## config.mk

```make
export PLATFORM = sky130hd
export DESIGN_NAME = iir_stereo_sched
export DESIGN_NICKNAME = d
export VERILOG_FILES = /design/src/rtl/iir_pkg.sv /design/src/rtl/iir_mac_unit.sv /design/src/rtl/iir_stereo_sched.sv
export SDC_FILE = /design/constraint.sdc
export NUM_CORES = 2
export LEC_CHECK = 0
export CAP_MARGIN = 0
export CORE_MARGIN = 2
export CORE_UTILIZATION = 57
export CTS_BUF_LIST = sky130_fd_sc_hd__clkbuf_8
export DETAILED_ROUTE_END_ITERATION = 16
export GPL_ROUTABILITY_DRIVEN = 0
export PLACE_DENSITY = 0.75
export SLEW_MARGIN = 20
export SYNTH_ARGS = -nofsm -noshare
export SYNTH_HDL_FRONTEND = slang
export SYNTH_SLANG_ARGS = --single-unit
export TNS_END_PERCENT = 10
```

## constraint.sdc

```tcl
create_clock -name clock -period 17.7 [get_ports clock]
set_input_delay 1.77 -clock clock [delete_from_list [all_inputs] [get_ports clock]]
set_output_delay 1.77 -clock clock [all_outputs]
set_load 0.01 [all_outputs]
```

## src/rtl/iir_pkg.sv

```systemverilog
// Shared types and arithmetic helpers for the stereo de-emphasis IIR scheduler.
package iir_pkg;

    typedef enum logic [1:0] {
        ST_IDLE  = 2'd0,
        ST_LOAD  = 2'd1,
        ST_MAC   = 2'd2,
        ST_WRITE = 2'd3
    } state_e;

    typedef enum logic {
        CH_L = 1'b0,
        CH_R = 1'b1
    } ch_e;

    localparam int DEFAULT_BITS = 10;

    // Signed divide by 2^bits rounding toward zero (bias negatives before the arithmetic shift).
    function automatic logic signed [63:0] dequantize(input logic signed [63:0] p, input int bits);
        logic signed [63:0] bias;
        bias = (64'sd1 <<< bits) - 64'sd1;
        if (p < 64'sd0) begin
            return (p + bias) >>> bits;
        end else begin
            return p >>> bits;
        end
    endfunction

endpackage

```

## src/rtl/iir_mac_unit.sv

```systemverilog
// Shared multiply / dequantize / accumulate datapath with separate feed-forward and feedback accumulators.
module iir_mac_unit
    import iir_pkg::*;
#(
    parameter int DATA_SIZE = 32,
    parameter int BITS      = DEFAULT_BITS
) (
    input  logic                        clock,
    input  logic                        reset,
    input  logic                        i_clear,
    input  logic                        i_en,
    input  logic                        i_sel_y,
    input  logic signed [DATA_SIZE-1:0] i_coef,
    input  logic signed [DATA_SIZE-1:0] i_hist,
    output logic signed [DATA_SIZE-1:0] o_acc_x,
    output logic signed [DATA_SIZE-1:0] o_acc_y,
    output logic signed [DATA_SIZE-1:0] o_dq
);

    logic signed [2*DATA_SIZE-1:0] w_prod;
    logic signed [DATA_SIZE-1:0]   w_dq;
    logic signed [DATA_SIZE-1:0]   r_acc_x;
    logic signed [DATA_SIZE-1:0]   r_acc_y;

    assign w_prod  = i_coef * i_hist;
    assign w_dq    = DATA_SIZE'(dequantize(64'(w_prod), BITS));
    assign o_dq    = w_dq;
    assign o_acc_x = r_acc_x;
    assign o_acc_y = r_acc_y;

    // Accumulators wrap on overflow; clear has priority over accumulate.
    always_ff @(posedge clock or posedge reset) begin
        if (reset) begin
            r_acc_x <= '0;
            r_acc_y <= '0;
        end else if (i_clear) begin
            r_acc_x <= '0;
            r_acc_y <= '0;
        end else if (i_en) begin
            if (i_sel_y) begin
                r_acc_y <= r_acc_y + w_dq;
            end else begin
                r_acc_x <= r_acc_x + w_dq;
            end
        end
    end

endmodule

```

## src/rtl/iir_stereo_sched.sv

```systemverilog
// Round-robin scheduler sharing one IIR MAC datapath between left and right channels.
module iir_stereo_sched
    import iir_pkg::*;
#(
    parameter int TAPS      = 2,
    parameter int DATA_SIZE = 32,
    parameter int BITS      = DEFAULT_BITS,
    parameter logic signed [DATA_SIZE-1:0] X_COEFFS [0:TAPS-1] = '{32'h000000B2, 32'h000000B2},
    parameter logic signed [DATA_SIZE-1:0] Y_COEFFS [0:TAPS-1] = '{32'h00000000, 32'hFFFFFD66}
) (
    input  logic                 clock,
    input  logic                 reset,
    input  logic                 l_in_empty,
    output logic                 l_in_rd_en,
    input  logic [DATA_SIZE-1:0] l_in_dout,
    input  logic                 r_in_empty,
    output logic                 r_in_rd_en,
    input  logic [DATA_SIZE-1:0] r_in_dout,
    input  logic                 l_out_full,
    output logic                 l_out_wr_en,
    output logic [DATA_SIZE-1:0] l_out_din,
    input  logic                 r_out_full,
    output logic                 r_out_wr_en,
    output logic [DATA_SIZE-1:0] r_out_din
);

    localparam int              KW    = $clog2(2*TAPS);
    localparam logic [KW-1:0]   KLAST = KW'(2*TAPS-1);

    state_e                      r_state;
    ch_e                         r_ch;
    ch_e                         r_last;
    logic [KW-1:0]               r_k;
    logic signed [DATA_SIZE-1:0] r_x [0:1][0:TAPS-1];
    logic signed [DATA_SIZE-1:0] r_y [0:1][0:TAPS-1];
    logic                        r_l_in_rd_en, r_r_in_rd_en;
    logic                        r_l_out_wr_en, r_r_out_wr_en;
    logic [DATA_SIZE-1:0]        r_l_out_din, r_r_out_din;

    logic                        w_l_elig, w_r_elig;
    ch_e                         w_grant;
    logic signed [DATA_SIZE-1:0] w_in_dout;
    logic signed [DATA_SIZE-1:0] w_coef, w_hist;
    logic                        w_sel_y;
    logic signed [DATA_SIZE-1:0] w_acc_x, w_acc_y, w_dq, w_res;

    assign l_in_rd_en  = r_l_in_rd_en;
    assign r_in_rd_en  = r_r_in_rd_en;
    assign l_out_wr_en = r_l_out_wr_en;
    assign r_out_wr_en = r_r_out_wr_en;
    assign l_out_din   = r_l_out_din;
    assign r_out_din   = r_r_out_din;

    assign w_in_dout = (r_ch == CH_L) ? l_in_dout : r_in_dout;
    // Final feedback product is still in flight on the last MAC cycle, so fold it in here.
    assign w_res     = w_acc_x + w_acc_y + w_dq;

    // Eligibility and round-robin grant; a tie goes to the channel not served last.
    always_comb begin
        w_l_elig = !l_in_empty && !l_out_full;
        w_r_elig = !r_in_empty && !r_out_full;
        if (w_l_elig && w_r_elig) begin
            w_grant = (r_last == CH_L) ? CH_R : CH_L;
        end else if (w_l_elig) begin
            w_grant = CH_L;
        end else begin
            w_grant = CH_R;
        end
    end

    // MAC operand select: k<TAPS walks the X history newest-first, then the Y history.
    always_comb begin
        w_coef  = '0;
        w_hist  = '0;
        w_sel_y = (r_k >= KW'(TAPS));
        for (int i = 0; i < TAPS; i++) begin
            if (r_k == KW'(i)) begin
                w_coef = X_COEFFS[i];
                w_hist = r_x[r_ch][TAPS-1-i];
            end else if (r_k == KW'(i + TAPS)) begin
                w_coef = Y_COEFFS[i];
                w_hist = r_y[r_ch][TAPS-1-i];
            end else begin
            end
        end
    end

    iir_mac_unit #(
        .DATA_SIZE (DATA_SIZE),
        .BITS      (BITS)
    ) u_mac (
        .clock   (clock),
        .reset   (reset),
        .i_clear (r_state == ST_LOAD),
        .i_en    (r_state == ST_MAC),
        .i_sel_y (w_sel_y),
        .i_coef  (w_coef),
        .i_hist  (w_hist),
        .o_acc_x (w_acc_x),
        .o_acc_y (w_acc_y),
        .o_dq    (w_dq)
    );

    // Scheduler FSM, per-channel history and registered FIFO strobes/data.
    always_ff @(posedge clock or posedge reset) begin
        if (reset) begin
            r_state       <= ST_IDLE;
            r_ch          <= CH_L;
            r_last        <= CH_R;
            r_k           <= '0;
            r_l_in_rd_en  <= 1'b0;
            r_r_in_rd_en  <= 1'b0;
            r_l_out_wr_en <= 1'b0;
            r_r_out_wr_en <= 1'b0;
            r_l_out_din   <= '0;
            r_r_out_din   <= '0;
            for (int c = 0; c < 2; c++) begin
                for (int i = 0; i < TAPS; i++) begin
                    r_x[c][i] <= '0;
                    r_y[c][i] <= '0;
                end
            end
        end else begin
            r_l_in_rd_en  <= 1'b0;
            r_r_in_rd_en  <= 1'b0;
            r_l_out_wr_en <= 1'b0;
            r_r_out_wr_en <= 1'b0;
            case (r_state)
                ST_IDLE: begin
                    if (w_l_elig || w_r_elig) begin
                        r_ch         <= w_grant;
                        r_last       <= w_grant;
                        r_l_in_rd_en <= (w_grant == CH_L);
                        r_r_in_rd_en <= (w_grant == CH_R);
                        r_state      <= ST_LOAD;
                    end
                end
                ST_LOAD: begin
                    for (int i = 0; i < TAPS-1; i++) begin
                        r_x[r_ch][i] <= r_x[r_ch][i+1];
                        r_y[r_ch][i] <= r_y[r_ch][i+1];
                    end
                    r_x[r_ch][TAPS-1] <= w_in_dout;
                    r_k               <= '0;
                    r_state           <= ST_MAC;
                end
                ST_MAC: begin
                    r_k <= r_k + KW'(1);
                    if (r_k == KLAST) begin
                        r_y[r_ch][TAPS-1] <= w_res;
                        if (r_ch == CH_L) begin
                            r_l_out_din   <= w_res;
                            r_l_out_wr_en <= 1'b1;
                        end else begin
                            r_r_out_din   <= w_res;
                            r_r_out_wr_en <= 1'b1;
                        end
                        r_state <= ST_WRITE;
                    end
                end
                ST_WRITE: r_state <= ST_IDLE;
                default:  r_state <= ST_IDLE;
            endcase
        end
    end

endmodule
```

==> results.yml <==
job:
  drv.max_cap_violation_count: 0
worst_setup_path:
  reg2reg_to: "u_mac.o_acc_y[31]"
  critical_path.reg2reg.startpoint: "r_k[1]"
  worst-endpoint-arrival_ns: 16.29
  worst_path_most_repeated_cell: "sky130_fd_sc_hd__inv_1"
  ff2ff_setup_slack_ns: 1.95
  worstPathMaxFanout: 33
  critical_path.max_stage_delay_ns: 0.93
  worstSetupStartpointType: "flop"
  worst_ep_required_time_ns: 18.24
  worst_path_max_delay_cell: "sky130_fd_sc_hd__fa_1"
  reg2reg_path_depth: 49
  critical_path_class: "reg -> reg"
  endpoint_kind: "flop"
floorplanning:
  rows: 93
  core_area_sq_um: 64300
  total_die_area_sq_um: 67100
  die_height_um: 259
  io_pins: 138
  initial_core_util: 0.576
  die_w_um: 259
global_route:
  grt_util_met1: 0.394
  busiest_layer: "met2"
  vias_in_the_first_global_route: 27800
  grt_start_max_net_pins: 165
  grt.total_usage: 0.289
  grt_first_pass_wirelength_um: 151000
  number_of_antenna_violations_at_the_first_check_in_global_routing: 2
  grt.met2_usage: 0.455
  grtUsageMet3: 0.0405
  grt_overflow_total: 0
layout:
  fillCellCount: 5103
  postLayoutCellArea_sq_um: 40700
  final_layout_size_suffix_gt1_frac: 0.0974
  fin_nets: 4572
  area_delta_synth_final_pct: 9.92
  final_core_utilization: 0.633
routing:
  detailed_route_drc_error_count: 0
  finalWirelength_um: 94500
  detail_route.iter0.violations: 2331
  antenna_left: 0
  vias_per_cell: 5.75
  drt-pass1-iter-count: 5
  num_vias: 26900
  routed_wire_length_per_instance_um: 20.2
placement:
  dpl_cell_area_sq_um: 39300
  place.detailed.hpwl_um: 75200
  pre_cts_slack_ns: 2.07
  placement.io_buffers: 137
sta:
  setup-tns-final_ns: 0
  fmax_ghz: 0.0635
  rsz0062_at_grt: "false"
  finalClockSkew_ns: 0.0700
  final.period_utilization: 0.890
  timing.final.hold_violations: 0
  slew-limit-headroom: 0.215
  setup_slack_ns: 1.95
  final-setup-viol-count: 0
  timing.final.max_slew_violations: 0
  max_slew.worst_pin.slew_ns: 1.17
  post-route-min-period_ns: 15.75
worst_hold_path:
  holdCritStartpoint: "l_out_din[9]"
  min_path_type: "reg -> reg"
  hold-path-endpoint: "l_out_din[9]"
  min_path_cells: 1
cts:
  tritoncts: "done"
  cts_root_buf: "sky130_fd_sc_hd__clkbuf_8"
  cts_sinks: 394
  ctsResizeCount: 0
  tritoncts.num_buffers: 70
  cts.path.max_buffers: 3
  cts_post_setup_buffers_inserted: 0
  cts.hold.buffers_added: 0
  worst_skew_pair.late_latency_ns: 0.68
  cts-htree-levels: 3
  clk_pin_slew_worst_paths_ns: 0.06
yosys:
  ys_seq_elements: 394
  synth_enable_flop_cells: 0
  synth.lib_cells_used.distinct: 90
  mappedNetlistArea_sq_um: 37100
  syn_area_per_cell_sq_um: 10.1
  synth_warnings: 0
  syn_nets: 4458
  synthesis.instances: 3656
  synth_flop_cell: "sky130_fd_sc_hd__dfrtp_1"
  yosysSeqAreaShare: 0.266
  proportion_of_synthesized_flip_flops_having_asynchronous_set_or_reset: 1.00
run_status:
  outcome: "complete, no violations"
layer usage:
metal	share of wire	wire, um
met5	0	0
met4	0.054	5070
met3	0.059	5600
met2	0.46	43600
met1	0.43	40200
state kept, by name, indices dropped and copies added (netlist names), 2 cells and up:
| register | flops |
|---|---|
| r_x | 128 |
| r_y | 128 |
| l_out_din | 32 |
| r_out_din | 32 |
| u_mac.o_acc_x | 32 |
| u_mac.o_acc_y | 32 |
| r_k | 2 |
| r_state | 2 |
worst max-delay path: cells and delay by family, from the launching register on:
kind	cells	cell delay [ns]
buf+inv	9	1.66
simple gates	12	3.42
fa+ha+maj	11	5.61
flops	1	0.47
compound gates	16	4.19
xor+xnor	1	0.32
cells by family after synthesis:
logic type                 Yosys count  share of synthesized area
xor gates and xnor gates           134                     0.0317
other                                1                   0.000101
and+or+nand+nor                    737                     0.0936
buffers and inverters              711                     0.0725
AOI/OAI and AO/OA                  624                      0.108
adders and majority gates          732                      0.334
DFF                                394                      0.266
muxes                              323                     0.0938
layout by cell type, fill, tap and decap left out, drive strengths merged, types with 9 or more instances in the layout:
cell | Yosys | routed
buf | 27 | 22
ha | 303 | 303
fa | 429 | 429
nor2 | 177 | 177
o221ai | 25 | 25
mux2i | 128 | 128
nand2 | 300 | 300
o21bai | 17 | 17
mux2 | 195 | 195
nor3 | 28 | 28
nand3 | 43 | 43
and2 | 24 | 24
o211ai | 10 | 10
nand4 | 27 | 27
and3 | 21 | 21
a21o | 120 | 120
o21ai | 155 | 155
xor2 | 69 | 69
nand2b | 23 | 23
a21oi | 166 | 166
a22o | 9 | 9
clkdlybuf4s50 | 0 | 137
a211o | 10 | 10
nor2b | 26 | 26
o31ai | 9 | 9
clkbuf | 90 | 84
or3 | 15 | 15
o21a | 16 | 16
dfrtp | 393 | 393
a31oi | 13 | 13
xnor2 | 65 | 65
inv | 593 | 617
a211oi | 10 | 10
or2 | 17 | 17
clkinv | 1 | 12
cell type report:
class	instances	area, sq um	area share
multi-input cells	2551	24600	0.603
flip-flops and latches	394	9860	0.242
inverters	594	2240	0.0549
repair buffers	159	1550	0.0380
clock buffers	84	1160	0.0284
well taps	855	1070	0.0263
clock inverters	38	284	0.00697
diodes	2	5.00	0.000123
worst max path at each step:
stage	end	depth (start not counted)	startpoint
2_1_floorplan	l_out_din[31]	49	r_ch
3_3_place_gp	r_y[31]	48	r_k[1]
3_5_place_dp	r_out_din[31]	48	r_k[1]
4_1_cts	u_mac.o_acc_y[31]	49	r_k[1]
5_1_grt	u_mac.o_acc_y[31]	49	r_k[1]
6_report	u_mac.o_acc_y[31]	49	r_k[1]
cell usage after synthesis, types with 24 or more instances:
library cell               instances  area, sq um
sky130_fd_sc_hd__a21o_1          120          901
sky130_fd_sc_hd__a21oi_1         164          821
sky130_fd_sc_hd__and2_1           24          150
sky130_fd_sc_hd__clkbuf_1         90          338
sky130_fd_sc_hd__dfrtp_1         393         9830
sky130_fd_sc_hd__fa_1            429         8590
sky130_fd_sc_hd__ha_1            303         3790
sky130_fd_sc_hd__inv_1           593         2230
sky130_fd_sc_hd__mux2_2          195         2200
sky130_fd_sc_hd__mux2i_1         128         1280
sky130_fd_sc_hd__nand2_1         300         1130
sky130_fd_sc_hd__nand3_1          43          215
sky130_fd_sc_hd__nand4_1          26          163
sky130_fd_sc_hd__nor2_1          175          657
sky130_fd_sc_hd__nor2b_1          26          163
sky130_fd_sc_hd__nor3_1           25          125
sky130_fd_sc_hd__o21ai_0         148          741
sky130_fd_sc_hd__o221ai_1         25          219
sky130_fd_sc_hd__xnor2_1          65          569
sky130_fd_sc_hd__xor2_1           69          604
stage by stage:
step / cells / hold slack (ns)
4_1_cts: 4675 / 0.479
5_1_grt: 4676 / 0.490
2_1_floorplan: 3656 / 0.446
3_3_place_gp: 4553 / 0.460
6_report: 4677 / 0.475
3_5_place_dp: 4553 / 0.465
Power is left out: the tool's default activity adds up to more than one toggle a clock period on the data nets, which glitch-free logic cannot reach.
